### src/rtl/rpe_dbw.sv
// rpe_dbw: reduced-precision systolic PE with a double-buffered (shadow/active) weight.
// Latency: 1 cycle from act_in/act_in_valid to psum_out/psum_out_valid and to every pass-through output.
// Backpressure: none. All streams are valid-only and are accepted every cycle.
//
// Ports:
//   clk, rst                 clock, synchronous active-high reset (clears all state)
//   w_in / w_in_valid        weight code from the PE above; loads the shadow register
//   w_swap_in                copies shadow into active (uses the shadow value from before the edge)
//   w_out / w_out_valid      shadow register and delayed load strobe, to the PE below
//   w_swap_out               w_swap_in delayed one cycle, so a column swap ripples one row per cycle
//   act_in / act_in_valid    activation from the left
//   act_out / act_out_valid  registered activation, to the right
//   psum_in                  signed partial sum from above
//   psum_out/psum_out_valid  signed result, updated only on a valid activation
//   acc_mode, acc_clear      0 = pass-through sum; 1 = local accumulate; clear restarts the accumulator
module rpe_dbw #(
  parameter int SIZE      = 8,
  parameter int ACT_W     = 7,
  parameter int W_W       = 5,
  parameter int MSR_SHIFT = 3,
  parameter int PSUM_W    = ACT_W + 1 + (W_W - 1) + MSR_SHIFT + 1 + $clog2(SIZE),
  parameter int SATURATE  = 0
) (
  input  logic              clk,
  input  logic              rst,
  input  logic [W_W-1:0]    w_in,
  input  logic              w_in_valid,
  input  logic              w_swap_in,
  output logic [W_W-1:0]    w_out,
  output logic              w_out_valid,
  output logic              w_swap_out,
  input  logic [ACT_W-1:0]  act_in,
  input  logic              act_in_valid,
  output logic [ACT_W-1:0]  act_out,
  output logic              act_out_valid,
  input  logic [PSUM_W-1:0] psum_in,
  output logic [PSUM_W-1:0] psum_out,
  output logic              psum_out_valid,
  input  logic              acc_mode,
  input  logic              acc_clear
);

  // Operand widths. The PSUM_W default leaves log2(SIZE) guard bits above the
  // product, and one more bit is added for the sum so overflow is detectable.
  localparam int A_W    = ACT_W + 1;
  localparam int Q_W    = W_W - 1;
  localparam int WEFF_W = Q_W + MSR_SHIFT + 1;
  localparam int P_W    = A_W + WEFF_W;
  localparam int S_W    = PSUM_W + 1;

  logic [W_W-1:0]    shadow;
  logic [W_W-1:0]    active;
  logic [PSUM_W-1:0] acc;

  // Weight decode, always from the active register as it stands before any
  // swap on this edge.
  logic                     mode_m;
  logic signed [Q_W-1:0]    q;
  logic signed [WEFF_W-1:0] q_ext;
  logic signed [WEFF_W-1:0] weff;

  assign mode_m = active[W_W-1];
  assign q      = active[Q_W-1:0];
  assign q_ext  = {{(WEFF_W - Q_W){q[Q_W-1]}}, q};

  always_comb begin
    weff = '0;
    if (mode_m) begin
      // Q * 2^(MSR_SHIFT+1): Q fits in Q_W bits, so the shift fits WEFF_W exactly.
      weff = q_ext <<< (MSR_SHIFT + 1);
    end else begin
      // 2Q+1: odd weight, the low bit is implied.
      weff = {q_ext[WEFF_W-2:0], 1'b1};
    end
  end

  // Odd-expanded activation: A = 2*act_in + 1.
  logic signed [A_W-1:0] a_op;
  assign a_op = {act_in, 1'b1};

  // Exact product; both operands are signed, so they extend to P_W bits.
  logic signed [P_W-1:0] prod;
  assign prod = a_op * weff;

  logic signed [S_W-1:0] prod_ext;
  assign prod_ext = {{(S_W - P_W){prod[P_W-1]}}, prod};

  // Addend: incoming partial sum in pass-through mode, local accumulator
  // (or zero on clear) in accumulate mode.
  logic [PSUM_W-1:0]     base;
  logic signed [S_W-1:0] base_ext;
  logic signed [S_W-1:0] sum;

  always_comb begin
    base = psum_in;
    if (acc_mode) begin
      base = acc_clear ? '0 : acc;
    end
  end

  assign base_ext = {base[PSUM_W-1], base};
  assign sum      = base_ext + prod_ext;

  // Overflow at PSUM_W shows up as the top two bits of the PSUM_W+1 sum
  // disagreeing; the sign bit then tells which rail to clamp to.
  logic [PSUM_W-1:0] psum_max;
  logic [PSUM_W-1:0] psum_min;
  logic [PSUM_W-1:0] mac_res;

  assign psum_max = {1'b0, {(PSUM_W - 1){1'b1}}};
  assign psum_min = {1'b1, {(PSUM_W - 1){1'b0}}};

  always_comb begin
    mac_res = sum[PSUM_W-1:0];
    if ((SATURATE != 0) && (sum[S_W-1] != sum[S_W-2])) begin
      mac_res = sum[S_W-1] ? psum_min : psum_max;
    end
  end

  always_ff @(posedge clk) begin
    if (rst) begin
      shadow         <= '0;
      active         <= '0;
      acc            <= '0;
      w_out_valid    <= 1'b0;
      w_swap_out     <= 1'b0;
      act_out        <= '0;
      act_out_valid  <= 1'b0;
      psum_out       <= '0;
      psum_out_valid <= 1'b0;
    end else begin
      // Non-blocking reads give the pre-edge shadow to active, so a load and
      // swap in the same cycle moves the old shadow and parks the new code.
      if (w_in_valid) begin
        shadow <= w_in;
      end
      if (w_swap_in) begin
        active <= shadow;
      end
      w_out_valid <= w_in_valid;
      w_swap_out  <= w_swap_in;

      // The activation pipe never stalls, whatever the weight path is doing.
      act_out       <= act_in;
      act_out_valid <= act_in_valid;

      psum_out_valid <= act_in_valid;
      if (act_in_valid) begin
        psum_out <= mac_res;
        if (acc_mode) begin
          acc <= mac_res;
        end
      end else if (acc_mode && acc_clear) begin
        acc <= '0;
      end
    end
  end

  assign w_out = shadow;

endmodule

### config.mk
export PLATFORM = sky130hd
export DESIGN_NAME = rpe_dbw
export DESIGN_NICKNAME = d
export VERILOG_FILES = /design/src/rtl/rpe_dbw.sv
export SDC_FILE = /design/constraint.sdc
export NUM_CORES = 1
export LEC_CHECK = 0
export BUFFER_PORTS_ARGS = -buffer_cell sky130_fd_sc_hd__buf_2
export CAP_MARGIN = 20
export CORE_MARGIN = 4
export CORE_UTILIZATION = 60
export DETAILED_ROUTE_END_ITERATION = 16
export PLACE_DENSITY = 0.82
export RECOVER_POWER = 25
export SYNTH_ARGS = -nofsm -noshare
export SYNTH_HDL_FRONTEND = slang
export SYNTH_SLANG_ARGS = --single-unit
export TNS_END_PERCENT = 5
### constraint.sdc
create_clock -name clk -period 7.1 [get_ports clk]
set_clock_uncertainty 0.15 [all_clocks]
set_input_delay 0 -clock clk [delete_from_list [all_inputs] [get_ports clk]]
set_output_delay 0 -clock clk [all_outputs]
set_load 0.05 [all_outputs]
==> results.txt, run 1 <==
----------------------------------------------------
[STA]
  RSZ-0062 raised after global routing ... no
  Shortest clock period the worst path allows after layout ... 5660 ps
  Final worst path period share ... 79.7%
  Worst hold margin ... 87.0 ps
  Count of pins over their slew limit ... 51
  Setup Total Neg Slack ... 0 ps
  Actual slew at the worst max-slew pin ... 2040 ps
  Highest achievable clock rate ... 177 MHz
  Setup violators final ... 0
  Worst slew margin relative to its limit ... -36.2%
  Hold Fails Final Rpt ... 0

[Clock network]
  Count of instances resized after the clock tree is built ... 0
  Clk slew on worst S/H paths ... 70 ps
  Setup repair bufs after CTS ... 0
  TritonCTS clock tree ... built
  Worst-Skew Late Latency ... 350 ps
  Clock net sink count ... 58
  Cell chosen for the clock root ... sky130_fd_sc_hd__clkbuf_8
  Clock buffer depth ... 2
  Htree depth ... 3
  Number of CTS-inserted buffers ... 9

[Pwr]
  Proportion of power drawn by the clock network ... 22.2%
  P per Cell Area ... 249 mW/mm²
  Peak supply drop ... 0.254 mV
  Combinational share of power ... 53.0%
  Pint ... 920 µW
  Switching fraction of total power ... 43.8%
  Leak Pwr ... 0.00333 µW
  Sequential power share ... 24.9%
  Power spent charging and discharging nets ... 716 µW

[Route]
  Detailed-route wire length per cell ... 15.5 µm
  Post-DRT Antenna Nets ... 0
  Vias ... 4305
  First-pass DRT Iterations ... 4
  Via density per instance ... 5.26
  Wire length after detailed routing ... 12700 µm
  DRC violations left ... 0
  First-iteration detailed-routing DRC count ... 149

[Cells and area]
  Final design utilization ... 70.8%
  Area growth from synthesis to layout ... 14.7%
  Share of cells above drive strength 1 ... 11.9%
  Layout net count ... 851
  Number of antenna cells inserted ... 0

[Hold path]
  Hold endpoint ... acc[0]
  Hold path start ... psum_in[0]
  Cells on Worst Hold Path ... 6
  Type of the most critical hold path ... input pin to register

[Setup path]
  Kind of critical path ... register to register
  Crit path required time ... 7180 ps
  Kind of end point of the critical path ... register
  R2r startpoint ... active[4]
  Reg2Reg Capture Point ... psum_out[17]
  CP Cell Sequence ... nor2_1 -> a21oi_1 -> nor2b_1 -> fa_1 -> inv_1 -> fa_1 -> inv_1 -> fa_1 -> fa_1 -> ha_1 -> ha_1 -> a21oi_1 -> o21ai_1 -> a31o_1 -> a31oi_1 -> xnor2_1 -> a22o_1
  Most prevalent standard cell on the critical path ... sky130_fd_sc_hd__fa_1
  Number of cells traversed by the worst register-to-register path ... 17
  Critical Path AT ... 5740 ps
  Critical Path Fanout Max ... 15
  Critical-path cell with the highest stage delay ... sky130_fd_sc_hd__dfxtp_1
  Startpoint Class ... register
  Crit-path max cell delay ... 640 ps
  Setup slack on the worst flop-to-flop path ... 1440 ps

[Die]
  Starting density of the core ... 61.8%
  Core outline area ... 0.00928 mm²
  Chip height ... 106 µm
  Die Outline Area ... 0.0112 mm²
  Overall die width ... 106 µm
  Number of standard-cell rows in the floorplan ... 35
  I/O pin count ... 73

[Placement]
  # port buffers ... 72
  Routability Congestion ... 0.860
  Half-perimeter wire length after placement ... 10000 µm

[Synth]
  Proportion of netlist area held by the largest area contributor ... 29.0%
  Most used DFF post-synth ... sky130_fd_sc_hd__dfxtp_1
  Leading cell types by total area after synthesis ... sky130_fd_sc_hd__fa_1, sky130_fd_sc_hd__dfxtp_1, sky130_fd_sc_hd__ha_1, sky130_fd_sc_hd__inv_1, sky130_fd_sc_hd__mux2i_1
  Most repeated cell in the gate-level netlist after synthesis ... sky130_fd_sc_hd__inv_1
  Number of different library cells in the post-synthesis netlist ... 53
  Total of warnings raised by yosys ... 0
  Average cell area after synthesis ... 9.49 µm²
  Number of synthesized flops with an enable pin ... 0
  Net Count, Synth ... 770
  Async set-reset flop share out of synthesis ... 0%
  Most frequent cells after synthesis ... sky130_fd_sc_hd__inv_1, sky130_fd_sc_hd__fa_1, sky130_fd_sc_hd__dfxtp_1
  Largest area contributor in the netlist ... sky130_fd_sc_hd__fa_1
  Yosys reg bits ... 58
  Area of the mapped netlist ... 0.00573 mm²
  Proportion of synthesized chip area in sequential cells ... 20.3%
  Post-synthesis instance total ... 604

[Run status]
  Failing checks ... max-capacitance violations, max-slew violations
  Status ... finished, violations left

[Global route]
  Overall global routing resource usage ... 24.5%
  Largest net degree at the start of global routing ... 51
  Total overflow reported by the global router ... 0
  First-pass GRT wire length ... 22100 µm
  Vias in the first global route ... 4656
  Antenna violations before repair ... 0

[Job]
  Maximum Capacitance Violations ... 1

----------------------------------------------------
cells by family (layout without fill, tap and decap cells):
logic type	Yosys count	in the layout	synth area share, %
buffers and inverters	127	213	8.53
xor gates and xnor gates	19	19	2.90
and+or+nand+nor	170	170	15.3
AOI/OAI and AO/OA	70	70	8.60
DFF	58	58	20.3
muxes	32	32	5.59
adders and majority gates	128	128	38.8
stage by stage:
step	area [µm²]	instances	power (µW)	setup slack [ps]
5_1_grt	6580	819	1760	1030
3_5_place_dp	6160	783	1250	1540
3_3_place_gp	6160	783	1230	1660
6_report	6580	819	1640	1440
4_1_cts	6590	819	1640	1480
2_1_floorplan	5730	604	1070	2150
power groups by stage:
stage,Clock [µW],Sequential [µW],Combinational [µW]
finish,363,407,867
global route,383,413,959
CTS,370,407,866
detailed placement,0,413,842
global placement,0,411,816
floorplan,0,529,538
worst max path at each step:
stage | depth (start not counted) | to | start
2_1_floorplan | 18 | psum_out[14] | acc_mode
3_3_place_gp | 15 | psum_out[13] | active[4]
3_5_place_dp | 14 | psum_out[13] | active[4]
4_1_cts | 14 | psum_out[13] | active[4]
5_1_grt | 15 | psum_out[14] | active[4]
6_report | 17 | psum_out[17] | active[4]
sequential cells by signal (all words and copies together), names as in the netlist:
| signal | count |
|---|---|
| acc | 19 |
| w_out | 5 |
| active | 5 |
| psum_out_valid | 1 |
| psum_out | 19 |
| act_out | 7 |
| w_swap_out | 1 |
| w_out_valid | 1 |
worst max-delay path: cells and delay by family, from the launching register on:
family,cells,cell delay (ps)
and+or+nand+nor,2,360
adders and majority gates,6,2650
xor gates and xnor gates,1,130
buffers and inverters,2,110
AOI/OAI and AO/OA,6,1500
DFF,1,640
what timing repair did:
item | CTS | global route
hold buffers | 20 | 0
endpoints found under the setup margin | 0 | 0
endpoints found under the hold margin | 22 | 0
layer usage:
metal	vias to the layer above	wire length, µm	track usage [%]	part of all wire, %
met5	-	0	0	0
met4	0	185	5.92	1.5
met3	19	635	5.08	5.0
met2	118	6090	40.6	48
met1	2099	5780	33.3	46
li1	2069	-	-	-
cell type report:
cell class                 count  area, µm²
clock buffer                  12        155
clock inverter                 4       73.8
fill                         725       2710
inverter                     104        390
multi-input combinational    419       4080
sequential                    58       1160
tap                          129        161
timing repair buffer          93        553
placed cells by master, fill, tap and decap left out, types with 13 or more instances in the layout:
| master | netlist | layout |
|---|---|---|
| sky130_fd_sc_hd__inv_1 | 103 | 103 |
| sky130_fd_sc_hd__fa_1 | 83 | 83 |
| sky130_fd_sc_hd__buf_2 | 1 | 60 |
| sky130_fd_sc_hd__dfxtp_1 | 58 | 58 |
| sky130_fd_sc_hd__nor2b_1 | 47 | 47 |
| sky130_fd_sc_hd__nor2_1 | 45 | 45 |
| sky130_fd_sc_hd__ha_1 | 45 | 45 |
| sky130_fd_sc_hd__nand2_1 | 37 | 37 |
| sky130_fd_sc_hd__mux2i_1 | 32 | 32 |
| sky130_fd_sc_hd__dlygate4sd3_1 | 0 | 20 |
| sky130_fd_sc_hd__xnor2_1 | 16 | 16 |
| sky130_fd_sc_hd__and2_1 | 14 | 14 |
| sky130_fd_sc_hd__a21oi_1 | 13 | 13 |
| sky130_fd_sc_hd__clkbuf_1 | 18 | 13 |
(Power assumes the default switching activity.)
==> run 2, diff against run 1 <==
clock period = 5.24 ns   (was 7.1 ns; I/O delays follow)
==> results.txt, run 2 (synthesis gave the netlist of run 1 again) <==
----------------------------------------------------
[Cells and area]
  Commonest cells after routing, fill and taps aside ... sky130_fd_sc_hd__inv_1, sky130_fd_sc_hd__fa_1, sky130_fd_sc_hd__buf_2, sky130_fd_sc_hd__dfxtp_1, sky130_fd_sc_hd__nor2_1
  Number of antenna cells inserted ... 0 (unchanged)
  Fillers ... 667 (-8.0%)
  Area growth from synthesis to layout ... 20.6%
  Largest registers ranked by flip-flop count ... acc x19, psum_out x19, act_out x7
  Share of cells above drive strength 1 ... 18.8% (+6.9 points)
  Sequential cell area ... 0.00117 mm² (+0.54%)
  Multi-input gate area ... 0.00427 mm² (+4.5%)
  Layout net count ... 868 (+2.0%)
  Most common library cell in the layout ignoring fill and taps ... sky130_fd_sc_hd__inv_1
  Post-route cell area ... 0.00691 mm² (+5.1%)

[STA]
  Count of pins over their slew limit ... 0 (-100%)
  Shortest clock period the worst path allows after layout ... 5090 ps (-570 ps)
  Final worst path period share ... 97.1% (+17 points)
  Highest achievable clock rate ... 197 MHz (+11%)
  Worst hold margin ... 18.3 ps (-68.7 ps)
  Worst slew margin relative to its limit ... 42.4% (+79 points)
  Hold Fails Final Rpt ... 0 (unchanged)
  Setup violators final ... 0 (unchanged)
  Actual slew at the worst max-slew pin ... 864 ps (-1180 ps)

[Global route]
  Vias in the first global route ... 4864 (+4.5%)
  Total overflow reported by the global router ... 0 (unchanged)
  Overall global routing resource usage ... 24.7% (+0.20 points)
  Antenna violations before repair ... 0 (unchanged)
  Largest net degree at the start of global routing ... 51 (unchanged)
  First-pass GRT wire length ... 22600 µm (+2.2%)

[Die]
  Number of standard-cell rows in the floorplan ... 35 (unchanged)
  Starting density of the core ... 61.8% (unchanged)
  Core outline area ... 0.00928 mm² (unchanged)
  Die Outline Area ... 0.0112 mm² (unchanged)
  I/O pin count ... 73 (unchanged)
  Chip height ... 106 µm (unchanged)
  Overall die width ... 106 µm (unchanged)

[Route]
  Detailed-route wire length per cell ... 16.0 µm (+3.1%)
  First-pass DRT Iterations ... 4 (unchanged)
  Wire length after detailed routing ... 13400 µm (+5.3%)
  Post-DRT Antenna Nets ... 0 (unchanged)
  Vias ... 4475 (+3.9%)
  DRC violations left ... 0 (unchanged)
  First-iteration detailed-routing DRC count ... 172 (+15%)
  Via density per instance ... 5.35 (+1.8%)

[Clock network]
  Cell chosen for the clock root ... sky130_fd_sc_hd__clkbuf_8
  Worst-Skew Late Latency ... 360 ps (about the same)
  Number of CTS-inserted buffers ... 9 (unchanged)
  Clock buffer depth ... 2 (unchanged)
  Htree depth ... 3 (unchanged)
  TritonCTS clock tree ... built
  Clock net sink count ... 58 (unchanged)
  Clk slew on worst S/H paths ... 70 ps (about the same)

[Setup path]
  Startpoint Class ... register
  Kind of end point of the critical path ... register
  Most prevalent standard cell on the critical path ... sky130_fd_sc_hd__inv_1
  R2r startpoint ... active[4]
  Setup slack on the worst flop-to-flop path ... 150 ps (-1290 ps)
  CP Cell Sequence ... buf_6 -> nor2b_4 -> inv_1 -> fa_1 -> inv_1 -> fa_1 -> ha_1 -> inv_1 -> fa_1 -> inv_1 -> ha_1 -> ha_1 -> inv_1 -> fa_2 -> nor2b_4 -> o2111ai_4 -> a311oi_2 -> or4_4 -> nand3_1 -> a21oi_1
  Critical Path AT ... 5200 ps (-540 ps)
  Critical Path Fanout Max ... 8 (-7)
  Number of cells traversed by the worst register-to-register path ... 20 (+3)
  Reg2Reg Capture Point ... psum_out[14]
  Kind of critical path ... register to register
  Crit-path max cell delay ... 540 ps (-100 ps)
  Crit path required time ... 5360 ps (-1820 ps)
  Critical-path cell with the highest stage delay ... sky130_fd_sc_hd__fa_1

[Pwr]
  Leak Pwr ... 0.00344 µW (+3.4%)
  Pint ... 1330 µW (+44%)
  Power spent charging and discharging nets ... 1030 µW (+44%)
  Combinational share of power ... 55.8% (+2.8 points)
  Switching fraction of total power ... 43.7% (-0.048 points)
  Proportion of power drawn by the clock network ... 20.8% (-1.4 points)
  Peak supply drop ... 0.321 mV (+27%)
  P per Cell Area ... 342 mW/mm² (+37%)
  Sequential power share ... 23.4% (-1.5 points)

[Job]
  Maximum Capacitance Violations ... 0 (-1)

[Hold path]
  Type of the most critical hold path ... input pin to register
  Cells on Worst Hold Path ... 3 (-3)
  Hold path start ... act_in_valid
  Hold endpoint ... psum_out[7]

[Placement]
  # port buffers ... 72 (unchanged)
  Half-perimeter wire length after placement ... 10200 µm (+1.7%)
  Routability Congestion ... 0.859 (-0.19%)
  Area after detailed placement ... 0.00627 mm² (+1.7%)

[Run status]
  Status ... finished clean

----------------------------------------------------
-- run 2: per-stage QoR --
stage                     setup slack [ps]  TNS, ps  util, %  total power [µW]  instances
after global placement                16.8        0     67.5              1680        795
after global routing                 -73.5     -193     74.5              2520        836
after detailed placement             -34.7    -59.9     67.5              1720        795
final                                  152        0     74.5              2360        836
after floorplan                        293        0        -              1450        604
after CTS                             32.6        0     72.3              2230        832
-- run 2: per-layer routing --
layer / up-vias / share of wire [%] / GRT usage [%]
li1: 2101 / - / -
met1: 2201 / 43 / 32.8
met2: 150 / 50 / 42.0
met3: 23 / 5.7 / 5.14
met4: 0 / 1.6 / 5.37
met5: - / 0 / 0
-- run 2: worst max path at each step --
stage / startpoint / to / slack (ps) / depth (start not counted)
floorplan: acc_mode / psum_out[14] / 290 / 18
global placement: active[4] / acc[18] / 20 / 20
detailed placement: active[4] / acc[18] / -30 / 20
CTS: active[3] / psum_out[14] / 30 / 17
global route: active[4] / psum_out[18] / -70 / 18
finish: active[4] / psum_out[14] / 150 / 20
-- run 2: worst max-delay path, delay by kind of cell (launching register included) --
family / cells / cell delay (ps)
adders and majority gates: 7 / 2640
AOI/OAI and AO/OA: 3 / 780
DFF: 1 / 400
and+or+nand+nor: 4 / 580
buffers and inverters: 6 / 450
-- run 2: final cells by class --
class	instances	area share [%]
clock buffer	12	2.24
clock inverter	4	1.07
inverter	104	5.70
multi-input combinational	419	61.7
sequential	58	16.9
tap	129	2.33
timing repair buffer	110	10.1
-- run 2: what timing repair did --
item                       in CTS  in global routing
buffers inserted                2                  4
pin swaps                       0                 11
hold buffers                   19                  0
setup endpoints to repair       3                 17
hold endpoints to repair       19                  0
gates resized for setup         3                 44
-- run 2: power by group through the flow --
| stage | combinational, µW | clock, µW | sequential, µW |
|---|---|---|---|
| 6_report | 1320 | 491 | 552 |
| 3_3_place_gp | 1130 | 0 | 556 |
| 5_1_grt | 1440 | 518 | 562 |
| 4_1_cts | 1190 | 496 | 551 |
| 3_5_place_dp | 1160 | 0 | 559 |
| 2_1_floorplan | 729 | 0 | 716 |
==> run 3, diff against run 2 <==
CELL_PAD_IN_SITES_DETAIL_PLACEMENT = 1   (was not set)
CELL_PAD_IN_SITES_GLOBAL_PLACEMENT = 1   (was not set)
CORE_UTILIZATION = 50   (was 60)
PLACE_DENSITY = not set   (was 0.82)
PLACE_DENSITY_LB_ADDON = 0.1   (was not set)
clock period = 6.3 ns   (was 5.24 ns; I/O delays follow)
==> results.txt, run 3 (synthesis gave the netlist of run 1 again) <==
----------------------------------------------------
[Route]
  Post-DRT Antenna Nets ... 0 (unchanged)
  Vias ... 4445 (-0.67%)
  First-pass DRT Iterations ... 4 (unchanged)
  Via density per instance ... 5.35 (about the same)
  Detailed-route wire length per cell ... 18.3 µm (+14%)
  DRC violations left ... 0 (unchanged)
  Wire length after detailed routing ... 15200 µm (+14%)
  First-iteration detailed-routing DRC count ... 175 (+1.7%)

[Global route]
  Met1 usage in global routing ... 33.2% (+0.49 points)
  Overall global routing resource usage ... 24.5% (-0.21 points)
  First-pass GRT wire length ... 25400 µm (+13%)
  Largest net degree at the start of global routing ... 51 (unchanged)
  Vias in the first global route ... 5060 (+4.0%)
  Antenna violations before repair ... 0 (unchanged)
  Global-route layer with the greatest usage ... met2
  Global-route met2 utilization ... 41.0% (-0.98 points)
  Fraction of met3 tracks used by global routing ... 4.05% (-1.1 points)
  Total overflow reported by the global router ... 0 (unchanged)

[STA]
  RSZ-0062 raised after global routing ... no
  Setup violators final ... 0 (unchanged)
  Shortest clock period the worst path allows after layout ... 5760 ps (+668 ps)
  Actual slew at the worst max-slew pin ... 2150 ps (+1290 ps)
  Count of pins over their slew limit ... 51 (+51)
  Worst slew margin relative to its limit ... -43.4% (-86 points)
  Final worst path period share ... 91.4% (-5.7 points)
  Hold Fails Final Rpt ... 0 (unchanged)
  Setup Total Neg Slack ... 0 ps (unchanged)
  Highest achievable clock rate ... 174 MHz (-12%)
  Worst hold margin ... 18.2 ps (-0.111 ps)

[Placement]
  Routability Congestion ... 0.892 (+3.9%)
  Half-perimeter wire length after placement ... 11700 µm (+15%)
  # port buffers ... 72 (unchanged)

[Setup path]
  Crit path required time ... 6270 ps (+910 ps)
  Kind of critical path ... register to register
  Startpoint Class ... register
  Critical Path Fanout Max ... 15 (+7)
  Critical Path AT ... 5730 ps (+530 ps)
  Kind of end point of the critical path ... register

[Cells and area]
  Largest registers ranked by flip-flop count ... acc x19, psum_out x19, act_out x7
  Most common library cell in the layout ignoring fill and taps ... sky130_fd_sc_hd__inv_1
  Layout net count ... 852 (-1.8%)
  Share of cells above drive strength 1 ... 12.3% (-6.5 points)
  Number of antenna cells inserted ... 0 (unchanged)
  Area growth from synthesis to layout ... 16.3%
  Commonest cells after routing, fill and taps aside ... sky130_fd_sc_hd__inv_1, sky130_fd_sc_hd__fa_1, sky130_fd_sc_hd__buf_2, sky130_fd_sc_hd__dfxtp_1, sky130_fd_sc_hd__nor2b_1
  Fillers ... 1255 (+88%)

[Die]
  I/O pin count ... 73 (unchanged)
  Number of standard-cell rows in the floorplan ... 38 (+8.6%)
  Starting density of the core ... 52.0% (-9.8 points)
  Die Outline Area ... 0.0132 mm² (+18%)
  Chip height ... 115 µm (+8.8%)
  Overall die width ... 115 µm (+8.8%)
  Core outline area ... 0.0110 mm² (+19%)

[Clock network]
  Clk slew on worst S/H paths ... 60 ps (about the same)
  Clock buffer depth ... 2 (unchanged)
  TritonCTS clock tree ... built
  Number of CTS-inserted buffers ... 9 (unchanged)
  Clock net sink count ... 58 (unchanged)
  Worst-Skew Late Latency ... 340 ps (-20 ps)
  Cell chosen for the clock root ... sky130_fd_sc_hd__clkbuf_16
  Htree depth ... 3 (unchanged)
  Count of instances resized after the clock tree is built ... 0 (-3)
  Setup repair bufs after CTS ... 0 (-2)
  Hold buffer count at CTS ... 19 (unchanged)

[Job]
  Maximum Capacitance Violations ... 1 (+1)

[Run status]
  Failing checks ... max-capacitance violations, max-slew violations
  Status ... finished, violations left

[Pwr]
  Peak supply drop ... 0.268 mV (-17%)
  P per Cell Area ... 295 mW/mm² (-14%)
  Leak Pwr ... 0.00336 µW (-2.3%)

[Hold path]
  Type of the most critical hold path ... input pin to register

----------------------------------------------------
## run 3: final cells by class
class	count	area, µm²	share of cell area [%]
multi-input cells	419	4080	61.2
flip-flops and latches	58	1160	17.4
repair buffers	94	558	8.37
inverters	104	390	5.85
clock buffers	9	225	3.38
well taps	140	175	2.63
clock inverters	7	77.6	1.16
## run 3: final timing paths
kind	startpoint	to	slack (ps)	cells after the start
worst max register to register	active[4]	psum_out[14]	540	15
worst max-delay path	active[4]	psum_out[14]	540	15
worst min register to register	acc[9]	acc[9]	300	2
worst min-delay path	act_in_valid	psum_out[7]	20	3
## run 3: layer usage
layer | vias to the layer above | part of all wire (%)
met4 | 0 | 1.6
met1 | 2243 | 47
met2 | 111 | 48
li1 | 2070 | -
met5 | - | 0
met3 | 21 | 3.6
## run 3: stage by stage
step / setup slack, ps / power (µW) / cell area [µm²] / instances / utilization, %
after floorplan: 1350 / 1200 / 5730 / 604 / -
after global placement: 793 / 1410 / 6190 / 796 / 56.1
after detailed placement: 633 / 1450 / 6190 / 796 / 56.1
after CTS: 579 / 1980 / 6690 / 831 / 60.6
after global routing: 173 / 2100 / 6670 / 831 / 60.5
final: 544 / 1970 / 6670 / 831 / 60.5
## run 3: worst max-delay path: stages (launching register included)
cell and delay (ps):
sky130_fd_sc_hd__dfxtp_1 640, sky130_fd_sc_hd__nor2b_1 200, sky130_fd_sc_hd__inv_1 530, sky130_fd_sc_hd__fa_1 530, sky130_fd_sc_hd__inv_1 90, sky130_fd_sc_hd__fa_1 440
sky130_fd_sc_hd__fa_1 600, sky130_fd_sc_hd__fa_1 440, sky130_fd_sc_hd__fa_1 380, sky130_fd_sc_hd__ha_1 380, sky130_fd_sc_hd__a21o_1 180, sky130_fd_sc_hd__nand2_1 140
sky130_fd_sc_hd__a311oi_1 150, sky130_fd_sc_hd__or4_1 480, sky130_fd_sc_hd__nand3_1 120, sky130_fd_sc_hd__a21oi_1 70
## run 3: power by group
part	internal, µW	switching, µW
sequential	428	33.3
combinational	369	637
clock	308	190
